[src/rtl/spi_pkg.sv]
// -----------------------------------------------------------------------------
// spi_pkg
// Shared types and width helpers for the SPI master.
//   spi_state_t   : controller state encoding (IDLE, SETUP, HIGH, LOW, GAP)
//   SPI_BIT_WIDTH : default payload word width
//   div_cnt_w()   : width of the half-period divider counter
//   bit_cnt_w()   : width of the rising-edge bit counter (fits 2*BIT_WIDTH)
// -----------------------------------------------------------------------------
package spi_pkg;

    localparam int SPI_BIT_WIDTH = 16;

    typedef enum logic [2:0] {
        IDLE,
        SETUP,
        HIGH,
        LOW,
        GAP
    } spi_state_t;

    function automatic int div_cnt_w(input int clk_div);
        return $clog2(clk_div + 1);
    endfunction

    function automatic int bit_cnt_w(input int bit_width);
        return $clog2(2 * bit_width + 1);
    endfunction

endpackage

[src/rtl/spi_clk_div.sv]
// -----------------------------------------------------------------------------
// spi_clk_div
// Half-period tick generator for the SPI master. Restarts its count on the
// accepting edge of a transaction and then raises tick for one cycle out of
// every CLK_DIV, so the first tick lands CLK_DIV cycles after the restart.
//   clk     : system clock
//   reset   : asynchronous, active-high
//   restart : clear the count (transaction accepted this cycle)
//   tick    : one-cycle pulse marking the end of a half-period
// -----------------------------------------------------------------------------
module spi_clk_div
    import spi_pkg::*;
#(
    parameter int CLK_DIV = 4
) (
    input  logic clk,
    input  logic reset,
    input  logic restart,
    output logic tick
);

    localparam int CW = div_cnt_w(CLK_DIV);
    localparam logic [CW-1:0] LAST = CW'(CLK_DIV - 1);

    logic [CW-1:0] cnt;

    // With CLK_DIV=1 the counter is stuck at 0 and tick is permanently high,
    // which gives an sclk toggle on every clock.
    always_ff @(posedge clk or posedge reset) begin
        if (reset)
            cnt <= '0;
        else if (restart || cnt == LAST)
            cnt <= '0;
        else
            cnt <= cnt + CW'(1);
    end

    assign tick = (cnt == LAST);

endmodule

[src/rtl/spi_master.sv]
// -----------------------------------------------------------------------------
// spi_master
// Mode-0 (CPOL=0, CPHA=0), MSB-first SPI controller with active-low chip
// select. Sends one BIT_WIDTH-bit word per transaction; with the
// SPI_MASTER_READBACK_EN macro defined the frame is 2*BIT_WIDTH bits
// (tx_data followed by zeros) and every miso bit is captured into rx_data.
// Without the macro miso is ignored and rx_data is constant zero.
//   clk, reset : system clock, asynchronous active-high reset
//   start      : request a transaction (sampled only in IDLE)
//   tx_data    : word to send, captured on the accepting edge
//   busy       : transaction or post-transaction gap in progress
//   done       : one-cycle pulse when cs rises
//   rx_data    : last captured miso frame
//   sclk, cs, mosi, miso : SPI bus
// -----------------------------------------------------------------------------
module spi_master
    import spi_pkg::*;
#(
    parameter int BIT_WIDTH = SPI_BIT_WIDTH,
    parameter int CLK_DIV   = 4
) (
    input  logic                   clk,
    input  logic                   reset,
    input  logic                   start,
    input  logic [BIT_WIDTH-1:0]   tx_data,
    output logic                   busy,
    output logic                   done,
    output logic [2*BIT_WIDTH-1:0] rx_data,
    output logic                   sclk,
    output logic                   cs,
    output logic                   mosi,
    input  logic                   miso
);

`ifdef SPI_MASTER_READBACK_EN
    localparam int N = 2 * BIT_WIDTH;
`else
    localparam int N = BIT_WIDTH;
`endif
    localparam int BCW = bit_cnt_w(BIT_WIDTH);
    localparam logic [BCW-1:0] N_BITS = BCW'(N);

    spi_state_t state, state_nx;
    logic tick;
    logic accept, rise, fall, finish, gap_end;

    // Holds the bits still to be sent after the one currently on mosi, so
    // tx_sh[N-1] is always the next mosi value; zeros fill in from the bottom.
    logic [N-1:0]   tx_sh;
    logic [BCW-1:0] bit_cnt;

    spi_clk_div #(.CLK_DIV(CLK_DIV)) u_clk_div (
        .clk     (clk),
        .reset   (reset),
        .restart (accept),
        .tick    (tick)
    );

    always_ff @(posedge clk or posedge reset) begin
        if (reset)
            state <= IDLE;
        else
            state <= state_nx;
    end

    always_comb begin
        state_nx = state;
        accept   = 1'b0;
        rise     = 1'b0;
        fall     = 1'b0;
        finish   = 1'b0;
        gap_end  = 1'b0;
        case (state)
            IDLE: if (start) begin
                accept   = 1'b1;
                state_nx = SETUP;
            end
            SETUP: if (tick) begin
                rise     = 1'b1;
                state_nx = HIGH;
            end
            HIGH: if (tick) begin
                fall     = 1'b1;
                state_nx = LOW;
            end
            LOW: if (tick) begin
                if (bit_cnt == N_BITS) begin
                    finish   = 1'b1;
                    state_nx = GAP;
                end else begin
                    rise     = 1'b1;
                    state_nx = HIGH;
                end
            end
            GAP: if (tick) begin
                gap_end  = 1'b1;
                state_nx = IDLE;
            end
            default: state_nx = IDLE;
        endcase
    end

    always_ff @(posedge clk or posedge reset) begin
        if (reset) begin
            tx_sh   <= '0;
            bit_cnt <= '0;
            sclk    <= 1'b0;
            cs      <= 1'b1;
            mosi    <= 1'b0;
            busy    <= 1'b0;
            done    <= 1'b0;
        end else begin
            done <= finish;
            if (accept) begin
`ifdef SPI_MASTER_READBACK_EN
                tx_sh <= {tx_data[BIT_WIDTH-2:0], {(BIT_WIDTH + 1){1'b0}}};
`else
                tx_sh <= {tx_data[BIT_WIDTH-2:0], 1'b0};
`endif
                bit_cnt <= '0;
                cs      <= 1'b0;
                busy    <= 1'b1;
                mosi    <= tx_data[BIT_WIDTH-1];
            end
            if (rise) begin
                sclk    <= 1'b1;
                bit_cnt <= bit_cnt + BCW'(1);
            end
            if (fall) begin
                sclk  <= 1'b0;
                mosi  <= tx_sh[N-1];
                tx_sh <= tx_sh << 1;
            end
            if (finish) begin
                cs   <= 1'b1;
                mosi <= 1'b0;
            end
            if (gap_end)
                busy <= 1'b0;
        end
    end

`ifdef SPI_MASTER_READBACK_EN
    logic [N-1:0] rx_sh;

    // miso is sampled on the same clock edge that raises sclk.
    always_ff @(posedge clk or posedge reset) begin
        if (reset) begin
            rx_sh   <= '0;
            rx_data <= '0;
        end else begin
            if (rise)
                rx_sh <= {rx_sh[N-2:0], miso};
            if (finish)
                rx_data <= rx_sh;
        end
    end
`else
    logic unused_miso;
    assign unused_miso = miso;
    assign rx_data     = '0;
`endif

endmodule

[config.mk]
export PLATFORM = sky130hd
export DESIGN_NAME = spi_master
export DESIGN_NICKNAME = d
export VERILOG_FILES = /design/src/rtl/spi_pkg.sv /design/src/rtl/spi_clk_div.sv /design/src/rtl/spi_master.sv
export SDC_FILE = /design/constraint.sdc
export NUM_CORES = 1
export LEC_CHECK = 0
export ABC_AREA = 0
export BUFFER_PORTS_ARGS = -buffer_cell sky130_fd_sc_hd__buf_4
export CORE_MARGIN = 1
export CORE_UTILIZATION = 50
export CTS_CLUSTER_DIAMETER = 80
export DETAILED_ROUTE_END_ITERATION = 6
export PLACE_DENSITY = 0.79
export SLEW_MARGIN = 20
export SYNTH_ARGS = -nofsm -noshare
export SYNTH_HDL_FRONTEND = slang
export SYNTH_SLANG_ARGS = --single-unit
[constraint.sdc]
create_clock -name clk -period 2.3 [get_ports clk]
set_input_delay 0.46 -clock clk [delete_from_list [all_inputs] [get_ports clk]]
set_output_delay 0.46 -clock clk [all_outputs]
set_load 0.05 [all_outputs]
==> key figures, run 1 <==
Run status
  – Status: finished with violations
  – Violated checks: design-rule violations

Setup path
  – Worst-path fanout max: 10
  – WP data arrival: roughly 2.2 ns
  – Critical Path RT: 2.52 ns
  – Endpoint class of the critical path: register
  – Crit-path max cell delay: 0.46 ns
  – R2R setup slack: 0.37 ns
  – Crit-path cells: ha_1 > ha_1 > nand2_2 > a311o_1 > and2_4 > a21o_1
  – CP max-delay cell: a311o_1
  – Crit Path Class: register to register
  – WP buf/inv: 0
  – Cell family with most CP delay: compound AO/OA/AOI/OAI gates
  – CP most frequent cell: ha_1
  – Worst setup SP type: register

CTS
  – Clk root buf: clkbuf_4
  – # Post-CTS Setup Buffers: 0
  – Clock buffer count from CTS: 5
  – CTS tree: done
  – Worst skew pair latency: 0.33 ns
  – H-tree depth: 2
  – CTS hold repair buffers: 0
  – Clk pin slew, worst setup/hold paths: 0.09 ns
  – CTS sink cnt: 32
  – Post-CTS sizing: 0
  – CTS Buffer Depth: 2

Global route
  – First-pass GRT wire length: approximately 5000 µm
  – Vias in the first global route: 1160
  – Remaining global-route overflow: 0
  – GRT Util Overall: a little under a fifth
  – Initial antenna violation count: 0
  – Largest net degree at the start of global routing: 33

Pwr
  – Power Total: 2.05 mW
  – Seq pwr share: between 40% and 50%
  – Static leakage: 0.922 nW
  – Gate power share: 37.9%
  – Maximum vdd drop: 0.586 mV
  – Sw power: 0.854 mW
  – Sw Share: 41.7%
  – Int Pwr: 1.19 mW
  – Clk pwr share: 14.4%
  – Pwr Density: 1090 mW/mm²

Synth
  – Syn Std Cell Area: 0.00175 mm²
  – Largest cells by area after synthesis: dfrtp_1 (44%), buf_4 (14%), a22oi_1 (6.0%)
  – Synth Register Bits: 32
  – Most common cell in the netlist: buf_4
  – FFs w/ async S/R, synth: 100%
  – Syn. warnings: 0
  – Most common flop cell mapped by yosys: dfrtp_1
  – Post-synth top cells: buf_4 (32), dfrtp_1 (31), inv_1 (21), o21ai_0 (19), a22oi_1 (14)
  – Yosys top cell by area: dfrtp_1
  – Synth Area per Inst: 9.68 µm²
  – Post-synth EDFFs: 0
  – Sequential fraction of the synthesis area: 45.8%
  – Post-synth top area share: 44.3%
  – Cells after synthesis: approximately 180
  – Distinct cells, synth: 34

Place
  – Port Buffers: 23
  – Placed inst area: 0.00184 mm²
  – DP Wirelength: between 2000 and 2500 µm
  – RD Place Congestion: approximately 0.82

Timing
  – Max Freq: 518 MHz
  – Final setup fails: 0
  – TNS Setup: 0 ns
  – RSZ-0062 raised after global routing: false
  – Final Hold Vio Count: 0
  – Fin crit period: between 1.5 and 2 ns
  – Crit share post-route: 84.0%
  – Clock Skew: 0.00537 ns
  – Max-slew violation count: 0

Floorplanning
  – Die span in x: 61.2 µm
  – Die area: 0.00374 mm²
  – Starting Density: 52.5%
  – Rows: 21
  – Die Ht: 61.2 µm
  – Top-level I/O count: 57
  – Core area: 0.00334 mm²

Drt
  – Routed WL: about 2900 µm
  – 1st-pass router iterations: 6
  – # DRC: 2
  – Post-route ant nets: 0
  – DR WL/cell: roughly 11 µm
  – Routed vias/inst: just under 5
  – Initial DRC count: 52
  – Via Count: 1232

Final layout
  – Post-layout nets: 229
  – Final instance area: 0.00189 mm²
  – Antenna Cells: 0
  – Layout cell share with drive strength beyond 1: around a fifth
  – Area grow syn2layout: 7.71%

Hold path
  – Hold Crit Class: input pin to async pin

Run
  – Max Cap Violations: 0
[state kept, by name, indices dropped and copies added (netlist names)]
name and cells:
busy 1, sclk 1, done 1, mosi 1, u_clk_div.cnt 3, state 3, bit_cnt 6, tx_sh 15
cs 1
[final timing paths]
kind | cells past startpoint | startpoint | endpoint
max in group asynchronous | 3 | reset | cs
hold reg to reg | 1 | u_clk_div.cnt[0] | u_clk_div.cnt[0]
hold / removal | 3 | reset | u_clk_div.cnt[2]
min in group clk | 3 | tx_data[3] | tx_sh[4]
setup / recovery | 6 | u_clk_div.cnt[0] | bit_cnt[5]
setup reg to reg | 6 | u_clk_div.cnt[0] | bit_cnt[5]
[cell families after synthesis]
logic type,count (synthesis),share of synthesized area (%)
flip-flops,32,45.8
AND/OR/NAND/NOR,33,11.5
XOR/XNOR,2,1.00
adder cells (fa/ha/maj),4,2.86
other,1,0.214
AO/OA/AOI/OAI,48,17.8
buffers and inverters,61,20.9
[power groups by stage]
stage / clock network, mW / registers (mW) / logic [mW]
final: 0.294 / 0.979 / 0.775
after global routing: 0.325 / 1.01 / 0.887
after CTS: 0.301 / 0.978 / 0.784
after detailed placement: 0 / 0.986 / 0.782
after global placement: 0 / 0.976 / 0.755
after floorplan: 0 / 1.01 / 0.622
[cell type report]
class	count	area (µm²)
clock buffer	6	41.3
clock inverter	1	5.00
fill	310	1450
inverter	21	78.8
multi-input combinational	119	707
sequential	32	802
tap	46	57.6
timing repair buffer	26	195
[cell usage in the layout (no fill, tap or decap), types with 2 or more instances in the layout]
cell type,instances
a21o_1,3
a21oi_1,6
a22oi_1,14
buf_4,26
clkbuf_4,5
conb_1,32
dfrtp_1,31
ha_1,4
inv_1,21
nand2_1,5
nand2b_1,2
nand3_1,6
nor2_1,6
nor3_1,3
o21ai_0,19
o2bb2ai_1,2
xor2_1,2
[stage by stage]
| step | utilization, % | setup WS [ns] | hold WS (ns) | cells |
|---|---|---|---|---|
| after floorplan | - | 0.533 | 0.415 | 212 |
| after global placement | 55.2 | 0.407 | 0.430 | 244 |
| after detailed placement | 55.2 | 0.363 | 0.440 | 244 |
| after CTS | 56.5 | 0.345 | 0.209 | 251 |
| after global routing | 56.5 | 0.182 | 0.253 | 251 |
| final | 56.5 | 0.368 | 0.195 | 251 |
[metal layers]
metal  track usage (%)  share of wire [%]  up-vias
met5                 0                  0        -
met4              7.47                1.8        0
met3              6.93                5.3        5
met2              30.7                 49       40
met1              22.8                 44      592
li1                  -                  -      595
[worst register-to-register path: cells and delay by family, from the launching register on]
family                     cells  cell delay (ns)
AOI/OAI and AO/OA              2             0.63
adders and majority gates      2             0.48
DFF                            1             0.37
and+or+nand+nor                2             0.34
Power figures use the tool's default switching activity.
==> inputs of run 2 (changes only) <==
--- a/config.mk
+++ b/config.mk
@@ -5,13 +5,13 @@
 export SDC_FILE = /design/constraint.sdc
 export NUM_CORES = 1
 export LEC_CHECK = 0
-export ABC_AREA = 0
+export ABC_AREA = 1
 export BUFFER_PORTS_ARGS = -buffer_cell sky130_fd_sc_hd__buf_4
 export CORE_MARGIN = 1
-export CORE_UTILIZATION = 50
+export CORE_UTILIZATION = 51
 export CTS_CLUSTER_DIAMETER = 80
 export DETAILED_ROUTE_END_ITERATION = 6
-export PLACE_DENSITY = 0.79
+export PLACE_DENSITY = 0.8
 export SLEW_MARGIN = 20
 export SYNTH_ARGS = -nofsm -noshare
 export SYNTH_HDL_FRONTEND = slang
==> constraint.sdc (replaced) <==
create_clock -name clk -period 1.8 [get_ports clk]
set_input_delay 0.36 -clock clk [delete_from_list [all_inputs] [get_ports clk]]
set_output_delay 0.36 -clock clk [all_outputs]
set_load 0.05 [all_outputs]
==> run 2 against run 1 <==
Net effect:
- the flow now finishes without violations
- core utilization is 1.9 points higher
- hold slack worse by 0.10 ns
- non-clock buffer count is 2 lower
- combinational power is 28% higher
- synthesized area is 5.3% higher
- critical path type unchanged
==> key figures, run 2 <==
Pwr
  – Static leakage: 1.11 nW
  – Sw Share: 42.0%
  – Seq pwr share: 43.9%
  – Maximum vdd drop: 0.739 mV
  – Clk pwr share: between 10% and 20%
  – Pwr Density: 1300 mW/mm²
  – Sw power: 1.08 mW
  – Gate power share: about two fifths
  – Int Pwr: approximately 1.5 mW

Floorplanning
  – Die Ht: 62.1 µm
  – Die span in x: 62.1 µm
  – Core area: 0.00339 mm²
  – Rows: 21
  – Top-level I/O count: 57
  – Die area: 0.00386 mm²
  – Starting Density: 54.4%

Drt
  – DR WL/cell: 10.2 µm
  – Post-route ant nets: 0
  – 1st-pass router iterations: 4
  – Via Count: between 1000 and 1500
  – Initial DRC count: 70
  – # DRC: 0
  – Routed vias/inst: roughly 4.5
  – Routed WL: 3010 µm

Timing
  – Max-slew violation count: 0
  – Max Freq: 642 MHz
  – Final Hold Vio Count: 0
  – Worst hold slack: 0.0948 ns
  – RSZ-0062 raised after global routing: false
  – TNS Setup: 0 ns
  – Final setup fails: 0
  – Fin crit period: 1.56 ns
  – Clock Skew: roughly 0.011 ns
  – Crit share post-route: slightly below 90%

Synth
  – Yosys top cell by area: dfrtp_1
  – Largest cells by area after synthesis: dfrtp_1 (42%), nand2_1 (14%), buf_4 (13%)
  – Post-synth top area share: 42.1%
  – Distinct cells, synth: 23
  – Post-synth EDFFs: 0
  – Syn Std Cell Area: 0.00184 mm²
  – Syn. warnings: 0
  – Most common cell in the netlist: nand2_1
  – FFs w/ async S/R, synth: 100%
  – Most common flop cell mapped by yosys: dfrtp_1
  – Post-synth top cells: nand2_1 (71), buf_4 (33), dfrtp_1 (31), inv_1 (20), nand3_1 (20)
  – Cells after synthesis: 224
  – Sequential fraction of the synthesis area: 43.5%
  – Synth Area per Inst: 8.23 µm²
  – Synth Register Bits: 32

Place
  – RD Place Congestion: 0.784
  – DP Wirelength: around 2100 µm
  – Placed cells: 289
  – Port Buffers: 23

Final layout
  – Post-layout nets: between 200 and 300
  – Commonest cells after routing, fill and taps aside: nand2_1 (71), conb_1 (32), dfrtp_1 (31)
  – Layout fillers: 312
  – Area grow syn2layout: 7.46%
  – Registers with the most flip-flops: tx_sh x15, bit_cnt x6
  – Multi-input gate area: 788 µm²
  – Antenna Cells: 0
  – Leading cell type in the layout, fill and taps excluded: nand2_1
  – Layout Cells excl Fill: slightly below 300
  – Layout cell share with drive strength beyond 1: between 10% and 20%
  – Max FFs per register: 15
  – Biggest register: tx_sh
  – Register area: 802 µm²

Global route
  – Remaining global-route overflow: 0
  – GRT Util Overall: 17.1%
  – Largest net degree at the start of global routing: 33
  – First-pass GRT wire length: 5030 µm
  – Vias in the first global route: 1106
  – Initial antenna violation count: 0

Hold path
  – Hold Crit Class: input pin to async pin

CTS
  – CTS tree: done
  – CTS hold repair buffers: 0
  – CTS Buffer Depth: 2
  – H-tree depth: 2
  – # Post-CTS Setup Buffers: 0
  – Worst skew pair latency: between 0.3 and 0.4 ns
  – Post-CTS sizing: 0
  – Clock buffer count from CTS: 5
  – Clk root buf: clkbuf_4
  – Clk pin slew, worst setup/hold paths: 0.10 ns
  – CTS sink cnt: 32

Run
  – Max Cap Violations: 0

Setup path
  – Critical Path RT: 2.02 ns
  – WP data arrival: between 1.5 and 2 ns
  – Crit Path Class: register to register
  – Endpoint class of the critical path: register
  – Worst-path fanout max: 8
  – Worst setup SP type: register

Run status
  – Status: finished, final reports clean
==> run 2: cell types whose count changed in the layout (fill, tap and decap cells not counted), moves of 3 or more <==
cell | previous run | this run
nand3_1 | 6 | 20
a21oi_1 | 6 | 1
nand2_1 | 5 | 71
a22oi_1 | 14 | 0
a21o_1 | 3 | 0
nand4_1 | 0 | 3
o21ai_0 | 19 | 4
nor2_1 | 6 | 9
nand3_2 | 0 | 9
nor3_1 | 3 | 0
==> run 2: logic make-up after synthesis <==
kind of cell	Yosys count	share of synthesized area, %
compound gates	6	1.76
xor+xnor	3	1.42
fa+ha+maj	4	2.71
buf+inv	59	20.1
flops	32	43.5
other cells	1	0.203
simple gates	119	30.3
==> run 2: power by group through the flow <==
stage,Clock (mW),Combinational [mW],Sequential (mW)
detailed placement,0,0.995,1.14
finish,0.458,0.990,1.13
global route,0.500,1.11,1.16
floorplan,0,0.827,1.18
global placement,0,0.970,1.13
CTS,0.467,1.00,1.13
==> run 2: cell type report <==
cell class / count / share of cell area (%)
repair buffers: 24 / 9.09
inverters: 23 / 4.48
multi-input cells: 164 / 39.8
flip-flops and latches: 32 / 40.5
clock buffers: 7 / 3.28
well taps: 46 / 2.90
==> run 2: final timing paths <==
path	startpoint	end	slack [ns]	cells after the start
max in group asynchronous	reset	cs	1.38	3
min reg2reg	u_clk_div.cnt[0]	u_clk_div.cnt[0]	0.44	1
max	bit_cnt[0]	bit_cnt[1]	0.24	8
min in group clk	tx_data[0]	tx_sh[1]	0.23	3
max reg2reg	bit_cnt[0]	bit_cnt[1]	0.24	8
min	reset	tx_sh[11]	0.09	3
==> run 2: critical path, stage by stage (launching register included) <==
cell     delay, ns
dfrtp_1       0.45
inv_1         0.08
ha_1          0.21
inv_1         0.05
nor2_1        0.03
nand3_1       0.10
nand3_1       0.29
nand3_1       0.17
nand2_1       0.06
==> run 2: metal layers <==
layer | track usage, % | share of wire, % | vias to the layer above
met5 | 0 | 0 | -
met4 | 7.85 | 2.0 | 0
met3 | 7.17 | 6.1 | 6
met2 | 24.7 | 46 | 46
met1 | 22.2 | 46 | 614
li1 | - | - | 680
==> run 2: per-stage QoR <==
stage	power [mW]	util, %	cell area (µm²)	setup WS (ns)
after floorplan	2.01	-	1960	0.448
after global placement	2.10	56.6	1920	0.310
after detailed placement	2.14	56.6	1920	0.266
after CTS	2.60	58.5	1980	0.229
after global routing	2.77	58.5	1980	0.0721
final	2.58	58.5	1980	0.242
==> inputs of run 3 (changes only) <==
--- a/config.mk
+++ b/config.mk
@@ -12,6 +12,7 @@
 export CTS_CLUSTER_DIAMETER = 80
 export DETAILED_ROUTE_END_ITERATION = 6
 export PLACE_DENSITY = 0.8
+export REMOVE_ABC_BUFFERS = 1
 export SLEW_MARGIN = 20
 export SYNTH_ARGS = -nofsm -noshare
 export SYNTH_HDL_FRONTEND = slang
==> run 3 against run 2 <==
Net effect:
- sequential share of layout area increased by 0.23 points
- wire length decreased by 1.5%
- count of clock-buffer cells in the layout fell by 1
- sequential cell count unchanged
- hold slack gained 0.0042 ns
- critical path type unchanged
- largest power group unchanged
==> key figures, run 3 (same netlist as run 2, synthesis figures left out) <==
Drt
  – Post-route ant nets: 0
  – # DRC: 0
  – DR WL/cell: 9.97 µm
  – Initial DRC count: 38
  – Via Count: 1368
  – Routed WL: 2960 µm
  – 1st-pass router iterations: 4
  – Routed vias/inst: 4.61

Timing
  – Max Freq: 660 MHz
  – Clock Skew: 0.0136 ns
  – Worst hold slack: 0.0990 ns
  – Final setup fails: 0
  – RSZ-0062 raised after global routing: false
  – TNS Setup: 0 ns
  – Max-slew violation count: 0
  – Crit share post-route: 84.2%
  – Final Hold Vio Count: 0
  – Fin crit period: around 1.5 ns

Final layout
  – Area grow syn2layout: 6.85%
  – Registers with the most flip-flops: tx_sh x15, bit_cnt x6
  – Commonest cells after routing, fill and taps aside: nand2_1 (71), conb_1 (32), dfrtp_1 (31)
  – Post-layout nets: 274
  – Leading cell type in the layout, fill and taps excluded: nand2_1
  – Antenna Cells: 0
  – Layout cell share with drive strength beyond 1: 19.5%
  – Biggest register: tx_sh
  – Max FFs per register: 15

CTS
  – CTS hold repair buffers: 0
  – CTS Buffer Depth: 2
  – H-tree depth: 2
  – CTS tree: done
  – Clock buffer count from CTS: 5
  – Post-CTS sizing: 0
  – Clk root buf: clkbuf_4
  – CTS sink cnt: 32
  – # Post-CTS Setup Buffers: 0
  – Clk pin slew, worst setup/hold paths: 0.10 ns
  – Worst skew pair latency: between 0.3 and 0.4 ns

Global route
  – Vias in the first global route: ~1300
  – Initial antenna violation count: 0
  – GRT Util Overall: between 10% and 20%
  – Remaining global-route overflow: 0
  – Largest net degree at the start of global routing: 33
  – First-pass GRT wire length: between 5000 and 6000 µm

Setup path
  – Endpoint class of the critical path: register
  – WP data arrival: about 1.7 ns
  – Crit-path cells: ha_1 > ha_1 > nand3_2 > inv_2 > nand2_1 > nand3_1 > nor2_1
  – Crit Path Class: register to register
  – Worst setup SP type: register
  – CP most frequent cell: ha_1
  – CP max-delay cell: dfrtp_1
  – Critical Path RT: 2.02 ns
  – Crit-path max cell delay: 0.37 ns
  – Worst-path fanout max: 16

Floorplanning
  – Top-level I/O count: 57
  – Rows: 21
  – Core area: around 0.0034 mm²
  – Die area: approximately 0.0039 mm²
  – Starting Density: 54.4%
  – Die span in x: 62.1 µm
  – Die Ht: 62.1 µm

Run status
  – Status: finished, final reports clean

Place
  – Port Buffers: 23
  – DP Wirelength: 2150 µm
  – RD Place Congestion: 0.809

Pwr
  – Pwr Density: 1280 mW/mm²
  – Static leakage: about 1.1 nW
  – Maximum vdd drop: roughly 0.66 mV

Hold path
  – Hold Crit Class: input pin to async pin

Run
  – Max Cap Violations: 0
run 3: changes by cell type in the layout (fill, tap and decap cells not counted), sizes merged:
| cell | previous run | this run |
|---|---|---|
| clkbuf | 7 | 6 |
| clkinv | 0 | 1 |
| clkinvlp | 0 | 1 |
run 3: worst max-delay path, delay by kind of cell (launching register included):
| kind | cells | cell delay, ns |
|---|---|---|
| flip-flops | 1 | 0.37 |
| buffers and inverters | 1 | 0.24 |
| adder cells (fa/ha/maj) | 2 | 0.42 |
| AND/OR/NAND/NOR | 4 | 0.37 |
run 3: stage by stage:
step                      setup slack (ns)  total power, mW  cell area [µm²]  std cells  utilization [%]
after global placement               0.319             2.10             1920        289             56.6
after floorplan                      0.453             1.90             1680        219                -
after detailed placement             0.283             2.14             1920        289             56.6
after CTS                            0.270             2.54             1970        297             58.1
final                                0.284             2.51             1970        297             58.1
after global routing                0.0919             2.75             1970        297             58.1
run 3: final cells by class:
| type | instances | area [µm²] |
|---|---|---|
| Timing Repair Buffer | 24 | 180 |
| Fill cell | 317 | 1420 |
| Clock inverter | 2 | 12.5 |
| Tap cell | 46 | 57.6 |
| Inverter | 23 | 88.8 |
| Clock buffer | 6 | 41.3 |
| Sequential cell | 32 | 802 |
| Multi-Input combinational cell | 164 | 788 |
run 3: path summary, 6_finish.rpt:
kind / slack (ns) / to / depth (start not counted) / start
min in group clk: 0.23 / tx_sh[1] / 3 / tx_data[0]
min reg2reg: 0.45 / u_clk_div.cnt[0] / 1 / u_clk_div.cnt[0]
max in group asynchronous: 1.39 / cs / 3 / reset
max: 0.28 / mosi / 7 / u_clk_div.cnt[0]
max reg2reg: 0.28 / mosi / 7 / u_clk_div.cnt[0]
min: 0.1 / u_clk_div.cnt[1] / 3 / reset
run 3: power breakdown:
| group | internal, mW | total, mW | switching (mW) |
|---|---|---|---|
| clock network | 0.151 | 0.393 | 0.243 |
| registers | 0.973 | 1.13 | 0.157 |
| logic | 0.303 | 0.990 | 0.687 |
| total | 1.43 | 2.51 | 1.09 |
run 3: layer usage:
metal	global-route usage [%]	vias to the layer above	part of all wire, %
met5	0	-	0
met4	6.69	0	1.1
met3	4.60	4	4.3
met2	29.7	40	48
met1	22.2	639	46
li1	-	685	-
